`src/rtl/ans_encoder_pkg.sv`:
```
//------------------------------------------------------------------------------
// Module : ans_pkg
// Brief  : Key codes, FSM encoding and digit default shared by the answer
//          encoder and decoder.
// Rev    : 1.0  initial release
//------------------------------------------------------------------------------
`default_nettype none

package ans_pkg;

    localparam int DIGITS_DEFAULT = 4;

    localparam logic [3:0] KEY_SIGN  = 4'hA;
    localparam logic [3:0] KEY_BKSP  = 4'hB;
    localparam logic [3:0] KEY_CLEAR = 4'hC;
    localparam logic [3:0] KEY_ENTER = 4'hD;

    typedef enum logic [1:0] {
        ST_IDLE  = 2'd0,
        ST_ENTRY = 2'd1,
        ST_CONV  = 2'd2,
        ST_DONE  = 2'd3
    } state_t;

    function automatic logic is_digit(input logic [3:0] code);
        return code <= 4'd9;
    endfunction

endpackage

`default_nettype wire

```
`src/rtl/ans_encoder_if.sv`:
```
//------------------------------------------------------------------------------
// Module : ans_encoder_if
// Brief  : Keypad handshake plus BCD echo and binary result of the encoder.
// Rev    : 1.0  initial release
//------------------------------------------------------------------------------
`default_nettype none

interface ans_encoder_if #(
    parameter int WIDTH = 16
);
    logic             key_valid;
    logic [3:0]       key_code;
    logic             key_ready;
    logic             sign;
    logic [3:0]       num1;
    logic [3:0]       num2;
    logic [3:0]       num3;
    logic [3:0]       num4;
    logic [2:0]       count;
    logic [WIDTH-1:0] value;
    logic             value_valid;

    modport master (
        output key_valid, key_code,
        input  key_ready, sign, num1, num2, num3, num4, count, value, value_valid
    );

    modport slave (
        input  key_valid, key_code,
        output key_ready, sign, num1, num2, num3, num4, count, value, value_valid
    );
endinterface

`default_nettype wire

```
`src/rtl/ans_encoder_mul10_add.sv`:
```
//------------------------------------------------------------------------------
// Module : mul10_add
// Brief  : Combinational acc*10 + digit using shift-and-add.
// Rev    : 1.0  initial release
//------------------------------------------------------------------------------
`default_nettype none

module mul10_add #(
    parameter int WIDTH = 16
) (
    input  logic [WIDTH-1:0] acc,
    input  logic [3:0]       digit,
    output logic [WIDTH-1:0] result
);
    assign result = (acc << 3) + (acc << 1) + {{(WIDTH-4){1'b0}}, digit};
endmodule

`default_nettype wire

```
`src/rtl/ans_encoder.sv`:
```
//------------------------------------------------------------------------------
// Module : ans_encoder
// Brief  : Keypad BCD entry with sign, converted to a two's-complement value.
//          Optional backspace key enabled by ANS_ENCODER_BACKSPACE_EN.
// Rev    : 1.0  initial release
//------------------------------------------------------------------------------
`default_nettype none

module ans_encoder
    import ans_pkg::*;
#(
    parameter int WIDTH  = 16,
    parameter int DIGITS = DIGITS_DEFAULT
) (
    input  logic         clk,
    input  logic         rst_n,
    ans_encoder_if.slave bus
);
    localparam logic [2:0] MAX_CNT = 3'(DIGITS);

    state_t           state, next_state;
    logic [3:0]       digs   [4];
    logic [3:0]       n_digs [4];
    logic [2:0]       cnt, n_cnt;
    logic             sgn, n_sgn;
    logic [WIDTH-1:0] acc, n_acc;
    logic [1:0]       step, n_step;
    logic [WIDTH-1:0] value_r, n_value;
    logic             vv_r, n_vv;
    logic [WIDTH-1:0] mac_out;
    logic             ready;
    logic             key_acc;

    mul10_add #(.WIDTH(WIDTH)) u_mac (
        .acc    (acc),
        .digit  (digs[step]),
        .result (mac_out)
    );

    assign ready   = (state == ST_IDLE) || (state == ST_ENTRY);
    assign key_acc = bus.key_valid && ready;

    always_comb begin
        next_state = state;
        n_digs     = digs;
        n_cnt      = cnt;
        n_sgn      = sgn;
        n_acc      = acc;
        n_step     = step;
        n_value    = value_r;
        n_vv       = 1'b0;
        case (state)
            ST_IDLE, ST_ENTRY: begin
                if (key_acc) begin
                    if (is_digit(bus.key_code)) begin
                        // leading zeros and overflow digits are dropped
                        if (cnt < MAX_CNT && !(bus.key_code == 4'd0 && cnt == 3'd0)) begin
                            n_digs[0] = digs[1];
                            n_digs[1] = digs[2];
                            n_digs[2] = digs[3];
                            n_digs[3] = bus.key_code;
                            n_cnt     = cnt + 3'd1;
                        end
                    end else begin
                        case (bus.key_code)
                            KEY_SIGN:  n_sgn = ~sgn;
                            KEY_CLEAR: begin
                                n_digs = '{default: 4'd0};
                                n_cnt  = 3'd0;
                                n_sgn  = 1'b0;
                            end
`ifdef ANS_ENCODER_BACKSPACE_EN
                            KEY_BKSP: begin
                                if (cnt != 3'd0) begin
                                    n_digs[3] = digs[2];
                                    n_digs[2] = digs[1];
                                    n_digs[1] = digs[0];
                                    n_digs[0] = 4'd0;
                                    n_cnt     = cnt - 3'd1;
                                end
                            end
`endif
                            default: ;
                        endcase
                    end
                    if (bus.key_code == KEY_ENTER) begin
                        next_state = ST_CONV;
                        n_acc      = '0;
                        n_step     = 2'd0;
                    end else begin
                        next_state = (n_cnt != 3'd0 || n_sgn) ? ST_ENTRY : ST_IDLE;
                    end
                end
            end
            ST_CONV: begin
                n_acc  = mac_out;
                n_step = step + 2'd1;
                // result and its strobe land together so both are visible in DONE
                if (step == 2'd3) begin
                    next_state = ST_DONE;
                    n_value    = sgn ? (~mac_out + 1'b1) : mac_out;
                    n_vv       = 1'b1;
                end
            end
            ST_DONE: begin
                n_digs     = '{default: 4'd0};
                n_cnt      = 3'd0;
                n_sgn      = 1'b0;
                next_state = ST_IDLE;
            end
            default: next_state = ST_IDLE;
        endcase
    end

    always_ff @(posedge clk or negedge rst_n) begin
        if (!rst_n) begin
            state   <= ST_IDLE;
            digs    <= '{default: 4'd0};
            cnt     <= 3'd0;
            sgn     <= 1'b0;
            acc     <= '0;
            step    <= 2'd0;
            value_r <= '0;
            vv_r    <= 1'b0;
        end else begin
            state   <= next_state;
            digs    <= n_digs;
            cnt     <= n_cnt;
            sgn     <= n_sgn;
            acc     <= n_acc;
            step    <= n_step;
            value_r <= n_value;
            vv_r    <= n_vv;
        end
    end

    assign bus.key_ready   = ready;
    assign bus.sign        = sgn;
    assign bus.num1        = digs[0];
    assign bus.num2        = digs[1];
    assign bus.num3        = digs[2];
    assign bus.num4        = digs[3];
    assign bus.count       = cnt;
    assign bus.value       = value_r;
    assign bus.value_valid = vv_r;
endmodule

`default_nettype wire

```
`src/flat_wrapper.sv`:
```
// flat-port wrapper written by rule: the top's interface ports become plain ports
module ans_encoder_flat import ans_pkg::*;
#(
    parameter int WIDTH  = 16,
    parameter int DIGITS = DIGITS_DEFAULT
)
  (clk, rst_n, bus_key_valid, bus_key_code, bus_key_ready, bus_sign, bus_num1, bus_num2, bus_num3, bus_num4, bus_count, bus_value, bus_value_valid);
  ans_encoder_if #(.WIDTH(WIDTH)) bus_i ();
  input  logic clk;
  input  logic rst_n;
  input wire logic [$bits(bus_i.key_valid)-1:0] bus_key_valid;
  input wire logic [$bits(bus_i.key_code)-1:0] bus_key_code;
  output wire logic [$bits(bus_i.key_ready)-1:0] bus_key_ready;
  output wire logic [$bits(bus_i.sign)-1:0] bus_sign;
  output wire logic [$bits(bus_i.num1)-1:0] bus_num1;
  output wire logic [$bits(bus_i.num2)-1:0] bus_num2;
  output wire logic [$bits(bus_i.num3)-1:0] bus_num3;
  output wire logic [$bits(bus_i.num4)-1:0] bus_num4;
  output wire logic [$bits(bus_i.count)-1:0] bus_count;
  output wire logic [$bits(bus_i.value)-1:0] bus_value;
  output wire logic [$bits(bus_i.value_valid)-1:0] bus_value_valid;
  assign bus_i.key_valid = bus_key_valid;
  assign bus_i.key_code = bus_key_code;
  assign bus_key_ready = bus_i.key_ready;
  assign bus_sign = bus_i.sign;
  assign bus_num1 = bus_i.num1;
  assign bus_num2 = bus_i.num2;
  assign bus_num3 = bus_i.num3;
  assign bus_num4 = bus_i.num4;
  assign bus_count = bus_i.count;
  assign bus_value = bus_i.value;
  assign bus_value_valid = bus_i.value_valid;
  ans_encoder #(.WIDTH(WIDTH), .DIGITS(DIGITS)) u_core (.clk(clk), .rst_n(rst_n), .bus(bus_i));
endmodule
```
`config.mk`:
```
export PLATFORM = sky130hd
export DESIGN_NAME = ans_encoder_flat
export DESIGN_NICKNAME = d
export VERILOG_FILES = /design/src/rtl/ans_encoder_pkg.sv /design/src/rtl/ans_encoder_if.sv /design/src/rtl/ans_encoder_mul10_add.sv /design/src/rtl/ans_encoder.sv /design/src/flat_wrapper.sv
export SDC_FILE = /design/constraint.sdc
export NUM_CORES = 1
export LEC_CHECK = 0
export ABC_AREA = 1
export ABC_CLOCK_PERIOD_IN_PS = 6900
export BUFFER_PORTS_ARGS = -buffer_cell sky130_fd_sc_hd__buf_2
export CAP_MARGIN = 20
export CORE_ASPECT_RATIO = 1.1
export CORE_MARGIN = 5
export CORE_UTILIZATION = 45
export CTS_CLUSTER_DIAMETER = 60
export CTS_CLUSTER_SIZE = 14
export DETAILED_ROUTE_END_ITERATION = 7
export PLACE_DENSITY = 0.7
export SETUP_SLACK_MARGIN = 0.15
export SLEW_MARGIN = 20
export SYNTH_ARGS = -nofsm -noshare
export SYNTH_HDL_FRONTEND = slang
export SYNTH_SLANG_ARGS = --single-unit
```
`constraint.sdc`:
```
create_clock -name clk -period 6.9 [get_ports clk]
set_input_delay 0.345 -clock clk [delete_from_list [all_inputs] [get_ports clk]]
set_output_delay 0.345 -clock clk [all_outputs]
set_load 0.1 [all_outputs]
```
==> results.toml, run 1 <==
[setup_path]
start_kind = "flip-flop"
worstReg2RegEnd = "u_core.bus.value[13]"
timing.rr.start = "u_core.step[0]"
rr_worst_depth = 21
cp-end-kind = "flip-flop"
cp.arrival_ns = 3.48
rrSetupSlack_ns = 3.62
worst_ep_required_time_ns = 7.11
critPathKind = "flip-flop to flip-flop"
cp_max_fo = 14

[clock_tree]
hold_buffers = 0
cts_tree = "done"
ctsLongestPathBuffers = 2
clkTransAtPathRegs_ns = 0.10
cts_root_buf = "clkbuf_8"
cts.repair.resized = 0
cts_setup_buffers = 0
htree_levels = 2
cts-buffers-inserted = 5
insertion_delay_ns = 0.31
clkSinkCount = 56

[synthesis]
yosys_warnings = 0
synth.yosys.seq_area_share_pct = 36.2
synth_area_um2 = 3870
yosys_register_bits = 56
synth_cell_types = 31
synth.avg_cell_area_um2 = 7.34
synthCells = 528
syn_nets = 567

[cells_and_area]
area_growth_pct = 11.3
insertedDiodeCount = 0
fin_nets = 609
drive_above_1_share_pct = 16.3

[floorplan]
start_util_pct = 46.1
rows = 35
core_um2 = 8410
fp.dieW_um = 98.5
die_h_um = 107
die-area_um2 = 10600
top_level_ports = 45

[sta]
final.min_clock_period_ns = 3.28
hold_viol = 0
rsz0062_at_grt = "no"
setup_viol = 0
finalClockSkew_ns = 0.00904
drv_slew = 0
tns_ns = 0
fin_ws_ns = 3.62
max_slew_margin_pct = 47.4
fin_crit_sh_pct = 47.5
fmax_mhz = 305
worstMarginPinSlew_ns = 0.788

[grt]
antenna_found_initial = 0
first_global_vias = 3504
grt_overflow = 0
grt_pass1_wl_um = 15800
grt_max_degree = 57
grtUsageTotal_pct = 17.8

[routing]
wire_per_inst_um = 13.0
antenna_left = 0
routed_wl_um = 8850
route.detailed.drc = 0
vias = 3551
vias_per_cell = 5.21
first_pass_iters = 5
first_iter_violations = 171

[placement]
dp_slack_ns = 3.65
dp_hpwl_um = 6880
port_buffers = 44
globalplace.congestion = 0.879

[run]
drv_cap = 0

[run_status]
status = "finished, final reports clean"

[min_path]
hp-class = "input port to async pin"
[final cells by class]
class | count | area (um2)
clock buffers | 6 | 72.6
flip-flops and latches | 56 | 1400
well taps | 111 | 139
fillers | 850 | 4100
repair buffers | 46 | 239
inverters | 71 | 267
clock inverters | 2 | 35.0
multi-input cells | 390 | 2160
[cell usage in the layout, fill, tap and decap left out, types with 8 or more instances in the layout]
cell type  count
nor2_1        39
nand2_2       15
nand4_1       11
buf_2         44
nand3_1       51
o21ai_0       42
inv_2          9
a21oi_1       22
o21ai_1        8
dfrtp_1       56
ha_1          30
inv_1         62
nand2_1      128
[synth_stat cells (all sizes together)]
library cell / instances / area (um2)
nand3b: 3 / 22.5
nor2: 47 / 201
xor2: 6 / 52.6
nor3: 2 / 15.0
xnor2: 5 / 43.8
dfrtp: 56 / 1400
o21ai: 52 / 268
or2: 1 / 6.26
nand4: 11 / 68.8
nand3: 52 / 265
a21oi: 22 / 110
buf: 6 / 30.0
o211ai: 1 / 7.51
o22ai: 6 / 37.5
a31oi: 2 / 12.5
ha: 30 / 375
fa: 2 / 40.0
o21bai: 1 / 7.51
nand2: 146 / 608
a32oi: 1 / 16.3
inv: 71 / 267
clkbuf: 5 / 18.8
[flip-flops by register name, indices dropped and copies added, names as in the netlist]
name / cells
u_core.acc: 15
u_core.bus.value_valid: 1
u_core.bus.count: 3
u_core.bus.num1: 4
u_core.bus.sign: 1
u_core.bus.num4: 4
u_core.bus.num2: 4
u_core.state: 2
u_core.step: 2
u_core.bus.value: 16
u_core.bus.num3: 4
[critical path, cell delays in order, from the launching register on]
cell and delay (ns):
dfrtp_1 0.57, inv_1 0.17, o21ai_0 0.18, o22ai_1 0.10, ha_1 0.28, ha_1 0.21
inv_1 0.07, fa_1 0.39, inv_1 0.13, nand3_1 0.11, nand2_2 0.11, nand2_1 0.05
nand3_1 0.07, nand2_2 0.08, nor2_2 0.12, nand2_2 0.09, nor2_2 0.10, nand2_1 0.07
nand2_1 0.06, nand2_1 0.06, nand3_1 0.06, nand2_1 0.05
[cell families (layout without fill, tap and decap cells)]
kind of cell    after synthesis  after routing  synth area share (%)
compound gates               85             85                  11.9
xor+xnor                     11             11                  2.49
fa+ha+maj                    32             32                  10.7
buf+inv                      82            125                  8.14
flops                        56             56                  36.2
simple gates                262            262                  30.6
[metrics by stage]
stage | util, % | hold slack, ns | instance area [um2] | cells
final | 51.3 | 0.168 | 4310 | 682
after global routing | 51.3 | 0.231 | 4310 | 682
after CTS | 51.3 | 0.189 | 4310 | 682
after detailed placement | 50.0 | 0.462 | 4200 | 674
after global placement | 49.9 | 0.460 | 4190 | 673
after floorplan | - | 0.0494 | 3870 | 528
[metal layers]
| metal | vias up | global-route usage (%) | routed length, um |
|---|---|---|---|
| met2 | 83 | 31.7 | 4510 |
| met5 | - | 0 | 0 |
| met1 | 1651 | 22.3 | 3800 |
| met3 | 12 | 2.72 | 382 |
| li1 | 1805 | - | - |
| met4 | 0 | 4.88 | 163 |
[how the worst max path moves through the flow]
stage               slack [ns]                from                   end  cells after the start
floorplan                 3.56  u_core.bus.num3[3]  u_core.bus.value[11]                     16
global placement          3.80      u_core.step[0]  u_core.bus.value[13]                     21
detailed placement        3.65      u_core.step[0]  u_core.bus.value[13]                     21
CTS                       3.64      u_core.step[0]  u_core.bus.value[13]                     21
global route              3.24      u_core.step[0]  u_core.bus.value[13]                     21
finish                    3.62      u_core.step[0]  u_core.bus.value[13]                     21
Power of run 1 is not shown: default switching activity piles up to over one toggle a cycle in this logic, so the estimate is an artifact.
==> inputs of run 2 (changes only) <==
ABC_CLOCK_PERIOD_IN_PS = 2800   (was 6900)
PLACE_DENSITY = 0.73   (was 0.7)
clock period = 2.8 ns   (was 6.9 ns; I/O delays follow)
==> run 2 against run 1 <==
  * Global-route usage up 0.27 points
  * The run now ends with setup timing left
  * Setup slack worse by 3.7 ns
  * Largest cell class unchanged
  * Critical path type unchanged
  * Cell count up 5.3%
  * Worst hold slack worse by 0.057 ns
==> results.toml, run 2 (synthesis results as in run 1) <==
[clock_tree]
ctsLongestPathBuffers = 2
cts-buffers-inserted = 5
insertion_delay_ns = 0.31
clkSinkCount = 56
htree_levels = 2
cts_tree = "done"
clkTransAtPathRegs_ns = 0.10
cts_root_buf = "clkbuf_8"

[setup_path]
start_kind = "flip-flop"
cp.arrival_ns = 3.10
rrSetupSlack_ns = -0.11
worst_ep_required_time_ns = 2.99
cp_max_fo = 6
rr_worst_depth = 16
cp-end-kind = "flip-flop"
worstReg2RegEnd = "u_core.bus.value[8]"
timing.rr.start = "u_core.step[0]"
critPathKind = "flip-flop to flip-flop"

[cells_and_area]
area_growth_pct = 23.2
largest_register_ffs = 16
multi_input_area_um2 = 2310
insertedDiodeCount = 0
fin_area_um2 = 4780
drive_above_1_share_pct = 29.3
final_cells = 718
layout_commonest_cell = "nand2_1"
fillers = 788
seqCellArea_um2 = 1430
mostFrequentLayoutCells = "nand2_1 (120), inv_1 (56), nand3_1 (45), buf_2 (44), dfrtp_1 (42)"
fin_nets = 646

[routing]
route.detailed.drc = 0
antenna_left = 0
first_iter_violations = 124
wire_per_inst_um = 13.0
vias = 3705
vias_per_cell = 5.16
routed_wl_um = 9340
first_pass_iters = 4

[sta]
max_slew_margin_pct = 65.5
fmax_mhz = 343
tns_ns = -0.527
finalClockSkew_ns = 0.0102
rsz0062_at_grt = "yes"
final.min_clock_period_ns = 2.91
hold_viol = 0
setup_viol = 7
worstMarginPinSlew_ns = 0.517
fin_crit_sh_pct = 104
fin_ws_ns = -0.115
drv_slew = 0

[grt]
grt_overflow = 0
grt_pass1_wl_um = 16100
busiest_layer = "met2"
grt_util_met1_pct = 21.3
use_met2_pct = 33.0
grtUsageTotal_pct = 18.1
grt_use_met3_pct = 3.11
antenna_found_initial = 0
grt_max_degree = 33
first_global_vias = 3730

[placement]
port_buffers = 44
dp_hpwl_um = 7220
place_area_um2 = 4460
globalplace.congestion = 0.909
dp_cells = 703

[run_status]
status = "finished with violations"
violations = "setup timing"

[floorplan]
die_h_um = 107
die-area_um2 = 10600
start_util_pct = 46.1
core_um2 = 8410
fp.dieW_um = 98.5
rows = 35
top_level_ports = 45

[min_path]
hp-class = "input port to flip-flop"
hold_end = "u_core.bus.num4[0]"
min_from = "bus_key_code[0]"
hold_depth = 3

[run]
drv_cap = 0
==> run 2: how the worst max path moves through the flow <==
| stage | start | cells after the start | slack, ns | end |
|---|---|---|---|---|
| global route | u_core.step[0] | 21 | -0.29 | u_core.bus.value[14] |
| finish | u_core.step[0] | 16 | -0.11 | u_core.bus.value[8] |
| detailed placement | u_core.step[0] | 21 | -0.18 | u_core.bus.value[13] |
| global placement | u_core.step[0] | 21 | -0.06 | u_core.bus.value[13] |
| CTS | u_core.bus.num3[3] | 19 | -0.08 | u_core.bus.value[13] |
| floorplan | u_core.bus.num3[3] | 19 | -0.1 | u_core.bus.value[13] |
==> run 2: what timing repair did <==
action                                 in CTS  in global routing
pin swaps                                  21                 20
buffers inserted                            3                  4
gates resized for setup                    15                 33
setup endpoints to repair                  15                 18
hold buffers                                1                  0
endpoints found under the hold margin      56                  0
==> run 2: critical path, cell delays in order, from the launching register on <==
cell,delay [ns]
dfrtp_2,0.46
buf_6,0.15
a21oi_2,0.14
a21oi_2,0.05
fa_1,0.50
fa_2,0.37
inv_2,0.09
nand3_2,0.08
nand2_2,0.11
nand2_1,0.06
nand3_1,0.07
nand2_2,0.10
buf_4,0.14
buf_4,0.12
buf_4,0.12
xor2_1,0.15
o21ai_1,0.07
==> run 2: cell type report <==
class,instances,area share [%]
clock inverters,1,0.629
flip-flops and latches,56,30.0
inverters,71,5.58
repair buffers,83,11.0
clock buffers,6,1.52
well taps,111,2.91
multi-input cells,390,48.4
==> run 2: per-stage QoR <==
stage               hold slack (ns)  worst slack (ns)  utilization (%)
floorplan                    -0.156           -0.0962                -
global placement              0.148           -0.0636             53.0
detailed placement            0.160            -0.176             53.0
CTS                           0.105           -0.0824             55.1
global route                  0.102            -0.288             56.8
finish                        0.111            -0.115             56.8
==> run 2: per-layer routing <==
metal | part of all wire (%) | routed length [um]
met5 | 0 | 0
met3 | 2.8 | 261
met4 | 1.9 | 176
met1 | 42 | 3960
met2 | 53 | 4950
Power of run 2 is left out for the same reason.
==> inputs of run 3 (changes only) <==
CORE_UTILIZATION = 40   (was 45)
PLACE_DENSITY = 0.66   (was 0.73)
==> run 3 against run 2 <==
  * The run still ends with setup timing left
  * Register-to-register slack worse by 0.02 ns
  * Via count increased by 0.32%
  * Cell count rose by 1.5%
  * Core utilization down 3.9 points
  * Setup slack got worse by 0.019 ns
  * Sequential share of layout area decreased by 1.2 points
  * Final area rose by 4.1%
  * Wire length increased by 5.7%
  * Sequential cell count is the same
  * Critical endpoint is now u_core.bus.value[7]
  * Highest routed layer unchanged
==> results.toml, run 3 (synthesis results as in run 1) <==
[run_status]
status = "finished with violations"
violations = "setup timing"

[floorplan]
fp.dieW_um = 104
start_util_pct = 41.2
top_level_ports = 45
die_h_um = 113
rows = 37
core_um2 = 9400
die-area_um2 = 11800

[grt]
first_global_vias = 3501
grtUsageTotal_pct = 15.9
grt_pass1_wl_um = 16100
antenna_found_initial = 0
grt_max_degree = 46
grt_overflow = 0

[clock_tree]
htree_levels = 2
cts_root_buf = "clkbuf_8"
clkSinkCount = 56
insertion_delay_ns = 0.31
cts-buffers-inserted = 5
cts_tree = "done"
ctsLongestPathBuffers = 2
clkTransAtPathRegs_ns = 0.11

[cells_and_area]
fin_area_um2 = 4970
fin_nets = 650
fillers = 896
insertedDiodeCount = 0
seqCellArea_um2 = 1430
drive_above_1_share_pct = 32.4
area_growth_pct = 28.3
multi_input_area_um2 = 2430
mostFrequentLayoutCells = "nand2_1 (112), inv_1 (57), buf_2 (43), dfrtp_1 (42), nand3_1 (40)"
layout_commonest_cell = "nand2_1"
largest_register_ffs = 16

[sta]
finalClockSkew_ns = 0.0111
fmax_mhz = 341
rsz0062_at_grt = "yes"
setup_viol = 10
fin_ws_ns = -0.134
hold_viol = 0
final.min_clock_period_ns = 2.93
max_slew_margin_pct = 55.1
fin_crit_sh_pct = 105
worstMarginPinSlew_ns = 0.673
drv_slew = 0

[min_path]
hold_end = "u_core.bus.num4[0]"
min_from = "bus_key_code[0]"
hp-class = "input port to flip-flop"
hold_depth = 3

[placement]
port_buffers = 44
globalplace.congestion = 0.834
dp_hpwl_um = 7240
place_area_um2 = 4500

[routing]
antenna_left = 0
wire_per_inst_um = 13.6
vias_per_cell = 5.10
routed_wl_um = 9880
vias = 3717
first_iter_violations = 212
first_pass_iters = 4
route.detailed.drc = 0

[setup_path]
rrSetupSlack_ns = -0.13
cp.arrival_ns = 3.12
crit_slowest_cell = "dfrtp_4"
timing.rr.start = "u_core.bus.num3[3]"
worstReg2RegEnd = "u_core.bus.value[7]"
cp_max_fo = 4
critPathKind = "flip-flop to flip-flop"
slowest_delay_ns = 0.50
start_kind = "flip-flop"
crit_path_cell_trace = "o21ai_2 > a21oi_2 > a21oi_2 > fa_1 > fa_2 > inv_4 > nand2_2 > nand2_1 > nand3_2 > nand2_4 > nand3_4 > nor2_4 > buf_4 > buf_6 > nor2_4 > xor2_1 > o21ai_1"
rr_worst_depth = 17
cp-end-kind = "flip-flop"
worst_ep_required_time_ns = 2.99

[run]
drv_cap = 0
## run 3: cell count changes in the layout (fill, tap and decap cells not counted), sizes merged
| cell | delta |
|---|---|
| buf | +4 |
| clkinv | +1 |
## run 3: how the worst max path moves through the flow
stage	cells after the start	endpoint	from	slack, ns
after global placement	22	u_core.bus.value[13]	u_core.step[0]	-0.08
final	17	u_core.bus.value[7]	u_core.bus.num3[3]	-0.13
after detailed placement	19	u_core.bus.value[15]	u_core.step[0]	-0.14
after CTS	17	u_core.bus.value[11]	u_core.step[0]	-0.07
after global routing	19	u_core.bus.value[13]	u_core.bus.num3[3]	-0.34
after floorplan	19	u_core.bus.value[13]	u_core.bus.num3[3]	-0.1
## run 3: layout make-up
type | count | share of cell area [%]
timing repair buffer | 87 | 11.6
inverter | 71 | 5.46
clock inverter | 2 | 0.705
clock buffer | 6 | 1.46
multi-input combinational | 390 | 48.9
sequential | 56 | 28.9
tap | 117 | 2.95
## run 3: stage by stage
step	hold slack, ns	std cells	utilization, %	setup WS (ns)	TNS, ns
after floorplan	-0.156	528	-	-0.0962	-0.492
after global placement	0.368	714	47.9	-0.0827	-0.261
after detailed placement	0.380	714	47.9	-0.145	-0.832
after CTS	0.0315	725	49.9	-0.0748	-0.331
after global routing	0.125	729	52.9	-0.343	-2.83
final	0.120	729	52.9	-0.134	-0.965
## run 3: worst max-delay path, delay by kind of cell, from the launching register on
family,cells,cell delay [ns]
adder cells (fa/ha/maj),2,0.88
XOR/XNOR,1,0.17
AND/OR/NAND/NOR,7,0.56
AO/OA/AOI/OAI,4,0.41
flip-flops,1,0.50
buffers and inverters,3,0.31
## run 3: timing repair
item / 4_1_cts / 5_1_grt
gates cloned: 0 / 0
endpoints found under the setup margin: 16 / 19
hold endpoints to repair: 0 / 43
hold buffers: 0 / 1
buffers inserted: 3 / 3
resized for setup: 16 / 67
pin swaps: 27 / 38
## run 3: layer usage
| layer | vias to the layer above | share of wire, % | global-route usage [%] |
|---|---|---|---|
| met2 | 63 | 53 | 29.5 |
| met1 | 1761 | 43 | 19.8 |
| met5 | - | 0 | 0 |
| met4 | 0 | 0.71 | 2.68 |
| li1 | 1886 | - | - |
| met3 | 7 | 3.1 | 2.40 |
Power of run 3 is left out for the same reason.
